[src/rtl/imem_fetch_unit.sv]
// imem_fetch_unit: sequential fetch from a 1-cycle synchronous instruction memory into a skid buffer.
// Optional feature: define FETCH_PERF_EN to add the bubble/redirect performance counters.

module imem_fetch_unit_chk #(
    parameter int unsigned CW    = 2,
    parameter int unsigned DEPTH = 2
) (
    input logic          clk,
    input logic          reset,
    input logic          push,
    input logic [CW-1:0] count
);
    // Every returning read must find a free slot; the issue rule reserves one per read in flight
    a_no_push_when_full: assert property (@(posedge clk) disable iff (reset)
        push |-> (32'(count) < DEPTH));
endmodule

module imem_fetch_unit #(
    parameter int unsigned              ADDRESS_WIDTH = 12,
    parameter int unsigned              DATA_WIDTH    = 32,
    parameter logic [ADDRESS_WIDTH-1:0] RESET_PC      = {ADDRESS_WIDTH{1'b0}},
    parameter int unsigned              BUF_DEPTH     = 2
) (
    input  logic                     clk,
    input  logic                     reset,
    input  logic                     redirect_valid,
    input  logic [ADDRESS_WIDTH-1:0] redirect_pc,
    output logic [ADDRESS_WIDTH-1:0] mem_addr,
    output logic                     mem_wEn,
    output logic [DATA_WIDTH-1:0]    mem_dataIn,
    input  logic [DATA_WIDTH-1:0]    mem_dataOut,
    output logic                     inst_valid,
    input  logic                     inst_ready,
    output logic [DATA_WIDTH-1:0]    inst_data,
    output logic [ADDRESS_WIDTH-1:0] inst_pc
`ifdef FETCH_PERF_EN
    ,
    output logic [31:0]              perf_bubble_cnt,
    output logic [31:0]              perf_redirect_cnt
`endif
);
    localparam int unsigned PW = (BUF_DEPTH > 1) ? $clog2(BUF_DEPTH) : 1;
    localparam int unsigned CW = $clog2(BUF_DEPTH + 1);
    localparam logic [CW:0]            DEPTH_C = (CW+1)'(BUF_DEPTH);
    localparam logic [CW-1:0]          CNT_ONE = CW'(1'b1);
    localparam logic [PW-1:0]          PTR_ONE = PW'(1'b1);
    localparam logic [ADDRESS_WIDTH-1:0] PC_ONE = ADDRESS_WIDTH'(1'b1);

    logic [ADDRESS_WIDTH-1:0] fetch_pc_r, fetch_pc_nxt_s;
    logic                     inflight_r, inflight_nxt_s;
    logic [ADDRESS_WIDTH-1:0] inflight_pc_r, inflight_pc_nxt_s;
    logic [CW-1:0]            count_r, count_nxt_s;
    logic [PW-1:0]            rd_ptr_r, rd_ptr_nxt_s;
    logic [PW-1:0]            wr_ptr_r, wr_ptr_nxt_s;
    logic                     valid_r;
    logic [DATA_WIDTH-1:0]    buf_data_r [BUF_DEPTH];
    logic [ADDRESS_WIDTH-1:0] buf_pc_r   [BUF_DEPTH];

    logic        pop_s;
    logic        push_s;
    logic        issue_s;
    logic [CW:0] occ_s;

    // Occupancy counts the slot already promised to the read in flight
    assign pop_s   = valid_r & inst_ready;
    assign push_s  = inflight_r & ~reset & ~redirect_valid;
    assign occ_s   = (CW+1)'(count_r) + (CW+1)'(inflight_r) - (CW+1)'(pop_s);
    assign issue_s = ~reset & ~redirect_valid & (occ_s < DEPTH_C);

    // Next-state for fetch pointer, in-flight read and buffer bookkeeping
    always_comb begin
        fetch_pc_nxt_s    = fetch_pc_r;
        inflight_nxt_s    = 1'b0;
        inflight_pc_nxt_s = inflight_pc_r;
        count_nxt_s       = count_r;
        rd_ptr_nxt_s      = rd_ptr_r;
        wr_ptr_nxt_s      = wr_ptr_r;
        if (redirect_valid) begin
            fetch_pc_nxt_s = redirect_pc;
            count_nxt_s    = {CW{1'b0}};
            rd_ptr_nxt_s   = {PW{1'b0}};
            wr_ptr_nxt_s   = {PW{1'b0}};
        end else begin
            if (issue_s) begin
                inflight_nxt_s    = 1'b1;
                inflight_pc_nxt_s = fetch_pc_r;
                fetch_pc_nxt_s    = fetch_pc_r + PC_ONE;
            end else begin
                inflight_nxt_s    = 1'b0;
            end
            if (push_s) begin
                wr_ptr_nxt_s = wr_ptr_r + PTR_ONE;
            end else begin
                wr_ptr_nxt_s = wr_ptr_r;
            end
            if (pop_s) begin
                rd_ptr_nxt_s = rd_ptr_r + PTR_ONE;
            end else begin
                rd_ptr_nxt_s = rd_ptr_r;
            end
            case ({push_s, pop_s})
                2'b10:   count_nxt_s = count_r + CNT_ONE;
                2'b01:   count_nxt_s = count_r - CNT_ONE;
                default: count_nxt_s = count_r;
            endcase
        end
    end

    // Control state registers with synchronous reset
    always_ff @(posedge clk) begin
        if (reset) begin
            fetch_pc_r    <= RESET_PC;
            inflight_r    <= 1'b0;
            inflight_pc_r <= {ADDRESS_WIDTH{1'b0}};
            count_r       <= {CW{1'b0}};
            rd_ptr_r      <= {PW{1'b0}};
            wr_ptr_r      <= {PW{1'b0}};
            valid_r       <= 1'b0;
        end else begin
            fetch_pc_r    <= fetch_pc_nxt_s;
            inflight_r    <= inflight_nxt_s;
            inflight_pc_r <= inflight_pc_nxt_s;
            count_r       <= count_nxt_s;
            rd_ptr_r      <= rd_ptr_nxt_s;
            wr_ptr_r      <= wr_ptr_nxt_s;
            valid_r       <= (count_nxt_s != {CW{1'b0}});
        end
    end

    // Buffer storage; entries only become visible through count, so no reset is needed
    always_ff @(posedge clk) begin
        if (push_s) begin
            buf_data_r[wr_ptr_r] <= mem_dataOut;
            buf_pc_r[wr_ptr_r]   <= inflight_pc_r;
        end
    end

    assign mem_addr   = fetch_pc_r;
    assign mem_wEn    = 1'b0;
    assign mem_dataIn = {DATA_WIDTH{1'b0}};
    assign inst_valid = valid_r;
    assign inst_data  = buf_data_r[rd_ptr_r];
    assign inst_pc    = buf_pc_r[rd_ptr_r];

`ifdef FETCH_PERF_EN
    logic [31:0] bubble_cnt_r;
    logic [31:0] redirect_cnt_r;

    // Performance counters: starved-consumer cycles and redirect cycles, wrapping at 2^32
    always_ff @(posedge clk) begin
        if (reset) begin
            bubble_cnt_r   <= 32'd0;
            redirect_cnt_r <= 32'd0;
        end else begin
            if (inst_ready & ~valid_r) begin
                bubble_cnt_r <= bubble_cnt_r + 32'd1;
            end
            if (redirect_valid) begin
                redirect_cnt_r <= redirect_cnt_r + 32'd1;
            end
        end
    end

    assign perf_bubble_cnt   = bubble_cnt_r;
    assign perf_redirect_cnt = redirect_cnt_r;
`endif

    imem_fetch_unit_chk #(
        .CW    (CW),
        .DEPTH (BUF_DEPTH)
    ) u_chk (
        .clk   (clk),
        .reset (reset),
        .push  (inflight_r),
        .count (count_r)
    );

endmodule
[config.mk]
export PLATFORM = sky130hd
export DESIGN_NAME = imem_fetch_unit
export DESIGN_NICKNAME = d
export VERILOG_FILES = /design/src/rtl/imem_fetch_unit.sv
export SDC_FILE = /design/constraint.sdc
export NUM_CORES = 1
export LEC_CHECK = 0
export ABC_AREA = 0
export BUFFER_PORTS_ARGS = -buffer_cell sky130_fd_sc_hd__buf_2
export CAP_MARGIN = 15
export CORE_AREA = 2 2 96 98
export CTS_CLUSTER_SIZE = 28
export DETAILED_ROUTE_END_ITERATION = 10
export DIE_AREA = 0 0 98 100
export GPL_TIMING_DRIVEN = 1
export PLACE_DENSITY_LB_ADDON = 0.08
export SLEW_MARGIN = 20
export SYNTH_ARGS = -nofsm -noshare
export SYNTH_HDL_FRONTEND = slang
export SYNTH_SLANG_ARGS = --single-unit
[constraint.sdc]
create_clock -name clk -period 5.5 [get_ports clk]
set_input_delay 0.825 -clock clk [delete_from_list [all_inputs] [get_ports clk]]
set_output_delay 0.825 -clock clk [all_outputs]
set_load 0.005 [all_outputs]
==> impl_metrics.env, run 1 <==
export IMPL_fp_dieArea_um2=9800
export IMPL_clkTransAtPathRegs_ps=60
export IMPL_cpPeakStageDelay_ps=650
export IMPL_cts_tree="yes"
export IMPL_hold_path_depth=0
export IMPL_synth_seq_cells=119
export IMPL_synthToLayoutAreaGrowth_pct=22.6
export IMPL_slew_violations=0
export IMPL_crit_arrival_ps=3750
export IMPL_yosysTopAreaCell="edfxtp_1"
export IMPL_cts_setup_buffers=0
export IMPL_ant_nets=0
export IMPL_slew_headroom_pct=57.5
export IMPL_r2r_start="inst_valid"
export IMPL_fin_setup_tns_ps=0
export IMPL_grt_first_pass_wirelength_mm=14.0
export IMPL_holdCritStartpoint="inflight_pc_r[7]"
export IMPL_regToRegSetupSlack_ps=2200
export IMPL_cp_required_ps=5870
export IMPL_drcViolationCount=0
export IMPL_path_max_fanout=20
export IMPL_antenna_cells=0
export IMPL_vias=2984
export IMPL_p_leak_nw=2.25
export IMPL_io_buffers=104
export IMPL_ys_seq_area_share_pct=67.7
export IMPL_min_delay_worst_endpoint="buf_pc_r[1][7]"
export IMPL_vias_per_cell=5.18
export IMPL_grt_max_degree=45
export IMPL_chipWidth_um=98
export IMPL_syn_inst=342
export IMPL_grt_busiest_layer="met2"
export IMPL_peakVddDrop_mv=0.319
export IMPL_powerDensity_nw_per_um2=357
export IMPL_detail_route_iter0_violations=88
export IMPL_placed_cells=543
export IMPL_dp_worst_setup_slack_ps=1580
export IMPL_htreeDepth=4
export IMPL_setup_viol=0
export IMPL_numCtsBuffers=17
export IMPL_tightest_slew_ps=635
export IMPL_routedWlPerCell_um=15.3
export IMPL_clock_fmax_ghz=0.296
export IMPL_io_pins=138
export IMPL_root_buffer="clkbuf_8"
export IMPL_clock_skew_ps=9.49
export IMPL_grt_overflow_total=0
export IMPL_fin_cells=576
export IMPL_start_util_pct=54.2
export IMPL_finalWorstSetupSlack_ps=2120
export IMPL_insertion_delay_ps=510
export IMPL_gp_congestion=0.798
export IMPL_period_needed_ps=3380
export IMPL_firstDrtPassIters=4
export IMPL_hold_class="reg -> reg"
export IMPL_rows=35
export IMPL_crit_type="in -> reg"
export IMPL_r2r_end="mem_addr[2]"
export IMPL_post_cts_resized=0
export IMPL_cts_hold_fix_buffers=0
export IMPL_first_global_vias=2907
export IMPL_die_h_um=100
export IMPL_r2r_cells=9
export IMPL_synth_area_leaders="edfxtp_1 (55%), dfxtp_1 (13%), mux2_2 (10%)"
export IMPL_yosys_cell_types_count=42
export IMPL_core_area_um2=8890
export IMPL_routed_wl_mm=8.82
export IMPL_dpl_hpwl_mm=5.62
export IMPL_status="finished clean"
export IMPL_cts_sinks=119
export IMPL_path_depth=10
export IMPL_antenna_found_initial=0
export IMPL_gr_usage_met3_pct=5.36
export IMPL_final_util_pct=66.4
export IMPL_rsz0062_at_grt="no"
export IMPL_met2_usage_pct=30.2
export IMPL_hold_viol=0
export IMPL_critPathTopFamily="simple AND/OR/NAND/NOR gates"
export IMPL_syn_cell_area_um2=4820
export IMPL_nets=504
export IMPL_grt_usage_pct=18.7
export IMPL_yosys_warnings=0
export IMPL_postSynthAreaPerCell_um2=14.1
export IMPL_critPathBufInv=2
export IMPL_use_met1_pct=23.6
export IMPL_crit_slowest_cell="clkinv_1"
export IMPL_final_common_cell="buf_2"
export IMPL_drv_cap=0
export IMPL_layout_common_cells="buf_2 (104), edfxtp_1 (88), mux2_2 (44)"
export IMPL_fin_crit_sh_pct=61.5
export IMPL_drive_above_1_share_pct=40.0
export IMPL_synth_top_cell_area_share_pct=54.9
export IMPL_cts_max_path_buffers=2
export IMPL_end_kind="flop"
export IMPL_crit_chain="buf_2 > and2_1 > ha_1 > nand2b_1 > fa_1 > nor3b_1 > nand2_1 > clkinv_1 > a32oi_1 > a21oi_1"
export IMPL_start_kind="input pin"
## state kept, by name (all words and copies together) (netlist names), named ones only
name and cells:
buf_data_r 64, buf_pc_r 24, count_r 2, inflight_pc_r 12, inflight_r 1, inst_valid 1, mem_addr 12, rd_ptr_r 1
wr_ptr_r 1
## power by group
group	switching (mW)	total [mW]	internal, mW
Clock	0.393	1.04	0.645
Sequential	0.0140	0.992	0.978
Combinational	0.0461	0.0808	0.0347
## how the worst max path moves through the flow
stage | start | to
2_1_floorplan | redirect_valid | buf_data_r[0][0]
3_3_place_gp | inst_ready | mem_addr[2]
3_5_place_dp | inst_ready | mem_addr[2]
4_1_cts | inst_ready | mem_addr[2]
5_1_grt | inst_ready | mem_addr[2]
6_report | inst_ready | mem_addr[2]
## stage by stage
step | total power, mW | hold WS (ps) | instance area (um^2)
global route | 2.18 | 472 | 5900
detailed placement | 1.09 | 441 | 5310
finish | 2.11 | 452 | 5900
floorplan | 1.07 | 425 | 4940
CTS | 2.13 | 455 | 5880
global placement | 1.09 | 435 | 5310
## logic make-up after synthesis
logic type | Yosys count | share of synthesized area [%]
buffers and inverters | 51 | 6.55
flip-flops | 119 | 67.7
other | 1 | 0.0778
adder cells (fa/ha/maj) | 4 | 1.19
XOR/XNOR | 7 | 1.27
multiplexers | 44 | 10.3
AND/OR/NAND/NOR | 74 | 7.58
AO/OA/AOI/OAI | 42 | 5.30
## per-layer routing
metal | vias to the layer above | wire (um)
met2 | 101 | 4340
met1 | 1445 | 3810
met3 | 14 | 529
li1 | 1424 | -
met4 | 0 | 138
met5 | - | 0
## area by class of cell
type	instances	area, um^2
repair buffers	106	548
well taps	111	139
fillers	674	2990
flip-flops and latches	119	3270
clock buffers	17	414
inverters	4	15.0
multi-input cells	204	1370
clock inverters	15	154
## cells in the mapped netlist, drive strengths merged
cell,number
o21ai,5
fa,1
a2bb2oi,1
nand2,37
and3,3
nand2b,1
and2,2
o311ai,1
ha,3
inv,3
and4,2
dfxtp,31
or2,1
or3b,1
o32ai,1
a31oi,7
or3,4
a221oi,1
nor2,4
buf,35
conb,1
nor3,7
o211ai,1
or4,2
clkinv,1
a21oi,18
clkbuf,12
mux2,44
edfxtp,88
a211oi,2
a22oi,3
nand3,6
xnor2,5
nor3b,1
nand4,1
xor2,2
nand4b,1
nand3b,1
a21boi,1
a32oi,1
Power figures use the tool's default switching activity.
==> run 2, diff against run 1 <==
CORE_AREA = 2 2 105 107   (was 2 2 96 98)
DIE_AREA = 0 0 107 109   (was 0 0 98 100)
clock period = 2.74 ns   (was 5.5 ns; I/O delays follow)
==> run 2 against run 1 <==
  * Die area up 19%
  * Sequential power grew 100%
  * Largest cell class unchanged
  * Critical path depth shrank 2
  * Total power rose by 110%
  * Via count rose by 0.37%
  * Critical endpoint is now mem_addr[9]
  * Count of clock-buffer cells in the layout grew 6
  * Global-route usage is 2.7 points lower
==> impl_metrics.env, run 2 (synthesized netlist as in run 1, its figures left out) <==
export IMPL_top_register="buf_data_r"
export IMPL_drive_above_1_share_pct=42.4
export IMPL_htreeDepth=4
export IMPL_cts_hold_fix_buffers=0
export IMPL_p_leak_nw=2.35
export IMPL_grt_first_pass_wirelength_mm=14.0
export IMPL_cts_max_path_buffers=2
export IMPL_period_needed_ps=2630
export IMPL_numCtsBuffers=17
export IMPL_status="finished clean"
export IMPL_cts_tree="yes"
export IMPL_routedWlPerCell_um=14.7
export IMPL_cp_required_ps=3160
export IMPL_gp_congestion=0.829
export IMPL_io_buffers=104
export IMPL_crit_arrival_ps=3060
export IMPL_drcViolationCount=0
export IMPL_vias=2995
export IMPL_fp_dieArea_um2=11700
export IMPL_io_pins=138
export IMPL_detail_route_iter0_violations=178
export IMPL_dpl_hpwl_mm=5.81
export IMPL_root_buffer="clkbuf_8"
export IMPL_grt_overflow_total=0
export IMPL_drv_cap=0
export IMPL_tightest_slew_ps=597
export IMPL_end_kind="flop"
export IMPL_die_h_um=109
export IMPL_antenna_cells=0
export IMPL_firstDrtPassIters=4
export IMPL_routed_wl_mm=9.05
export IMPL_gr_usage_met3_pct=6.58
export IMPL_hold_viol=0
export IMPL_chipWidth_um=107
export IMPL_core_area_um2=10600
export IMPL_rsz0062_at_grt="no"
export IMPL_layout_common_cells="buf_2 (104), edfxtp_1 (88), mux2_2 (44)"
export IMPL_nets=513
export IMPL_regToRegSetupSlack_ps=110
export IMPL_insertion_delay_ps=500
export IMPL_rows=38
export IMPL_start_kind="flop"
export IMPL_met2_usage_pct=25.4
export IMPL_start_util_pct=45.4
export IMPL_grt_max_degree=45
export IMPL_grt_busiest_layer="met2"
export IMPL_dp_worst_setup_slack_ps=-150
export IMPL_path_max_fanout=4
export IMPL_peakVddDrop_mv=0.365
export IMPL_reg_top3="buf_data_r x64, buf_pc_r x24"
export IMPL_slew_headroom_pct=60.2
export IMPL_placed_area_um2=5470
export IMPL_grt_usage_pct=16.1
export IMPL_synthToLayoutAreaGrowth_pct=27.6
export IMPL_clock_fmax_ghz=0.380
export IMPL_use_met1_pct=19.4
export IMPL_crit_type="reg -> reg"
export IMPL_clock_skew_ps=6.41
export IMPL_power_total_mw=4.52
export IMPL_largest_reg_flops=64
export IMPL_finalInstanceArea_um2=6140
export IMPL_powerDensity_nw_per_um2=735
export IMPL_antenna_found_initial=0
export IMPL_ant_nets=0
export IMPL_final_common_cell="buf_2"
export IMPL_cts_sinks=119
export IMPL_slew_violations=0
export IMPL_clkTransAtPathRegs_ps=60
export IMPL_fin_crit_sh_pct=96.1
export IMPL_vias_per_cell=4.88
export IMPL_finalWorstSetupSlack_ps=106
export IMPL_setup_viol=0
export IMPL_hold_class="in -> reg"
export IMPL_first_global_vias=2838
run 2: cell types whose count changed in the layout (fill, tap and decap cells not counted), moves of 3 or more:
cell / change
buf_4: +7
clkbuf_16: +3
clkinv_4: -4
clkinvlp_4: +3
inv_6: -3
run 2: repair_timing:
| action | in CTS | in global routing |
|---|---|---|
| buffers inserted | 0 | 0 |
| setup endpoints to repair | 0 | 22 |
| resized for setup | 0 | 4 |
run 2: where the power goes:
part | switching (mW) | leakage, nW | internal, mW
registers | 0.0279 | 1.06 | 1.96
logic | 0.0960 | 0.982 | 0.0809
clock network | 0.755 | 0.304 | 1.59
total | 0.879 | 2.35 | 3.64
run 2: stage by stage:
| step | cells | hold slack [ps] | util, % | setup TNS [ps] |
|---|---|---|---|---|
| floorplan | 374 | 425 | - | 0 |
| global placement | 582 | 438 | 51.5 | -203 |
| detailed placement | 582 | 442 | 51.5 | -550 |
| CTS | 614 | 67.0 | 57.7 | 0 |
| global route | 614 | 63.1 | 58.0 | 0 |
| finish | 614 | 94.4 | 58.0 | 0 |
run 2: cell type report:
| type | instances | area [um^2] |
|---|---|---|
| Clock buffer | 23 | 520 |
| Clock inverter | 9 | 133 |
| Fill cell | 902 | 4460 |
| Inverter | 4 | 15.0 |
| Multi-Input combinational cell | 204 | 1400 |
| Sequential cell | 119 | 3270 |
| Tap cell | 140 | 175 |
| Timing Repair Buffer | 115 | 641 |
run 2: per-layer routing:
metal,wire (um),vias to the layer above
met5,0,-
li1,-,1439
met3,624,11
met4,116,0
met1,3920,1432
met2,4390,113
run 2: critical path, cell delays in order, from the launching register on:
cell	delay, ps
dfxtp_1	310
and2_4	170
ha_4	200
nand2b_4	130
fa_1	490
or3b_4	380
or4_4	430
or3_1	320
a31oi_1	130
run 2: path summary, 6_finish.rpt:
kind	from	to	cells past startpoint
worst min-delay path	mem_dataOut[10]	buf_data_r[0][10]	1
worst max-delay path	inst_valid	mem_addr[9]	8
worst min register to register	inflight_pc_r[11]	buf_pc_r[1][11]	0
worst max register to register	inst_valid	mem_addr[9]	8
==> run 3, diff against run 2 <==
CELL_PAD_IN_SITES_DETAIL_PLACEMENT = 1   (was default)
CELL_PAD_IN_SITES_GLOBAL_PLACEMENT = 1   (was default)
CORE_AREA = 2 2 112 114   (was 2 2 105 107)
DIE_AREA = 0 0 114 116   (was 0 0 107 109)
SYNTH_HIERARCHICAL = 1   (was default)
clock period = 2.63 ns   (was 2.74 ns; I/O delays follow)
==> run 3 against run 2 <==
  * Wire length up 11%
  * Critical path depth unchanged
  * Register-to-register slack better by 110 ps
  * Non-clock buffer count up 4
  * Sequential cell count unchanged
  * Via count up 0.33%
  * Setup slack better by 110 ps
  * Sequential power up 4%
  * Combinational power up 3%
  * Largest cell class unchanged
==> impl_metrics.env, run 3 <==
export IMPL_fin_setup_tns_ps=0
export IMPL_critPathTopFamily="simple AND/OR/NAND/NOR gates"
export IMPL_slew_violations=0
export IMPL_crit_type="reg -> reg"
export IMPL_cts_sinks=119
export IMPL_ys_top_cells_by_count="edfxtp_1 (88), mux2_2 (44), buf_4 (34)"
export IMPL_drive_above_1_share_pct=41.7
export IMPL_grt_busiest_layer="met2"
export IMPL_detail_route_iter0_violations=151
export IMPL_largest_reg_flops=64
export IMPL_yosys_warnings=6
export IMPL_setup_viol=0
export IMPL_hold_class="in -> reg"
export IMPL_crit_slowest_cell="fa_1"
export IMPL_yosys_cell_types_count=47
export IMPL_path_max_fanout=6
export IMPL_use_met1_pct=18.6
export IMPL_num_fill_cells=1250
export IMPL_die_h_um=116
export IMPL_drv_cap=0
export IMPL_yosysTopAreaCell="edfxtp_1"
export IMPL_core_area_um2=11900
export IMPL_gp_congestion=0.742
export IMPL_postSynthAreaPerCell_um2=14.4
export IMPL_grt_usage_pct=15.8
export IMPL_io_buffers=104
export IMPL_clock_fmax_ghz=0.415
export IMPL_cpPeakStageDelay_ps=410
export IMPL_reg_top3="buf_data_r x64, buf_pc_r x24"
export IMPL_root_buffer="clkbuf_16"
export IMPL_r2r_end="mem_addr[5]"
export IMPL_p_leak_nw=2.33
export IMPL_r2r_cells=8
export IMPL_rows=40
export IMPL_crit_arrival_ps=2740
export IMPL_ys_seq_area_share_pct=67.4
export IMPL_powerDensity_nw_per_um2=740
export IMPL_crit_end="mem_addr[5]"
export IMPL_start_util_pct=40.6
export IMPL_grt_max_degree=38
export IMPL_clock_skew_ps=9.75
export IMPL_vias_per_cell=4.87
export IMPL_synth_edf_count=88
export IMPL_path_depth=8
export IMPL_cts_max_path_buffers=2
export IMPL_final_common_cell="buf_2"
export IMPL_clkTransAtPathRegs_ps=50
export IMPL_cts_hold_fix_buffers=0
export IMPL_post_cts_resized=0
export IMPL_chipWidth_um=114
export IMPL_io_pins=138
export IMPL_dpl_hpwl_mm=6.82
export IMPL_layout_common_cells="buf_2 (104), edfxtp_1 (88), mux2_2 (44)"
export IMPL_ant_nets=0
export IMPL_vias=3005
export IMPL_top_register="buf_data_r"
export IMPL_crit_chain="and2_1 > ha_1 > nand2b_1 > fa_1 > xnor2_2 > nand4_1 > or3_1 > a31oi_1"
export IMPL_dp_worst_setup_slack_ps=0.327
export IMPL_ys_flop_type="edfxtp_1"
export IMPL_regToRegSetupSlack_ps=220
export IMPL_synth_area_leaders="edfxtp_1 (55%), dfxtp_1 (13%), mux2_2 (10%)"
export IMPL_hold_viol=0
export IMPL_nets=510
export IMPL_start_kind="flop"
export IMPL_fin_crit_sh_pct=91.6
export IMPL_placed_cells=584
export IMPL_end_kind="flop"
export IMPL_startpoint="inst_valid"
export IMPL_cts_tree="yes"
export IMPL_firstDrtPassIters=4
export IMPL_grt_overflow_total=0
export IMPL_r2r_start="inst_valid"
export IMPL_syn_cell_area_um2=4840
export IMPL_met2_usage_pct=26.6
export IMPL_cp_required_ps=2960
export IMPL_routedWlPerCell_um=16.3
export IMPL_period_needed_ps=2410
export IMPL_placed_area_um2=5480
export IMPL_finalInstanceArea_um2=6060
export IMPL_finalWorstSetupSlack_ps=221
export IMPL_routed_wl_mm=10.0
export IMPL_rsz0062_at_grt="no"
export IMPL_first_global_vias=3110
export IMPL_peakVddDrop_mv=0.322
export IMPL_fin_cells=617
export IMPL_insertion_delay_ps=400
export IMPL_async_flop_share_pct=0
export IMPL_synth_most_common_cell="edfxtp_1"
export IMPL_grt_first_pass_wirelength_mm=15.6
export IMPL_cts_setup_buffers=0
export IMPL_synthToLayoutAreaGrowth_pct=25.3
export IMPL_fp_dieArea_um2=13200
export IMPL_numCtsBuffers=17
export IMPL_htreeDepth=4
export IMPL_synth_top_cell_area_share_pct=54.6
export IMPL_status="finished clean"
export IMPL_synth_seq_cells=119
export IMPL_drcViolationCount=0
export IMPL_antenna_cells=0
export IMPL_critPathBufInv=0
export IMPL_syn_inst=337
export IMPL_antenna_found_initial=0
export IMPL_gr_usage_met3_pct=5.28
[run 3: stage by stage]
stage	power, mW	hold slack [ps]	util (%)
after CTS	4.54	160	50.8
after detailed placement	2.29	444	46.0
after floorplan	2.23	425	-
final	4.49	179	50.9
after global placement	2.29	439	46.0
after global routing	4.63	163	50.9
[run 3: worst reg2reg max path: stages, from the launching register on]
cell and delay [ps]:
dfxtp_1 300, and2_1 160, ha_1 260, nand2b_1 150, fa_1 410, xnor2_2 230
nand4_1 260, or3_1 390, a31oi_1 170
[run 3: cell families after synthesis]
logic type                 Yosys count  synth area share, %
and+or+nand+nor                     67                 7.11
buffers and inverters               55                 7.06
adders and majority gates            4                 1.19
xor gates and xnor gates             6                 1.24
other                                1               0.0775
muxes                               44                 10.2
AOI/OAI and AO/OA                   41                 5.66
DFF                                119                 67.4
[run 3: worst min-delay path by stage]
stage / from / end / slack, ps / cells after the start
after floorplan: inflight_pc_r[0] / buf_pc_r[0][0] / 430 / 0
final: mem_dataOut[2] / buf_data_r[0][2] / 180 / 1
after detailed placement: inflight_pc_r[3] / buf_pc_r[0][3] / 440 / 0
after global routing: mem_dataOut[2] / buf_data_r[0][2] / 160 / 1
after CTS: mem_dataOut[2] / buf_data_r[0][2] / 160 / 1
after global placement: inflight_pc_r[0] / buf_pc_r[0][0] / 440 / 0
[run 3: metal layers]
layer  routed length, um  share of wire, %
met5                   0                 0
met4                 140               1.4
met3                 615               6.1
met2                5080                51
met1                4190                42
[run 3: cell type report]
type | count | area, um^2 | share of cell area, %
Timing Repair Buffer | 119 | 658 | 10.9
Tap cell | 147 | 184 | 3.03
Inverter | 6 | 22.5 | 0.372
Clock buffer | 20 | 437 | 7.20
Clock inverter | 11 | 133 | 2.19
Multi-Input combinational cell | 195 | 1360 | 22.5
Sequential cell | 119 | 3260 | 53.8
[run 3: power breakdown]
| part | internal (mW) | total (mW) | switching [mW] |
|---|---|---|---|
| sequential | 2.05 | 2.07 | 0.0264 |
| clock | 1.47 | 2.23 | 0.765 |
| combinational | 0.0826 | 0.183 | 0.100 |
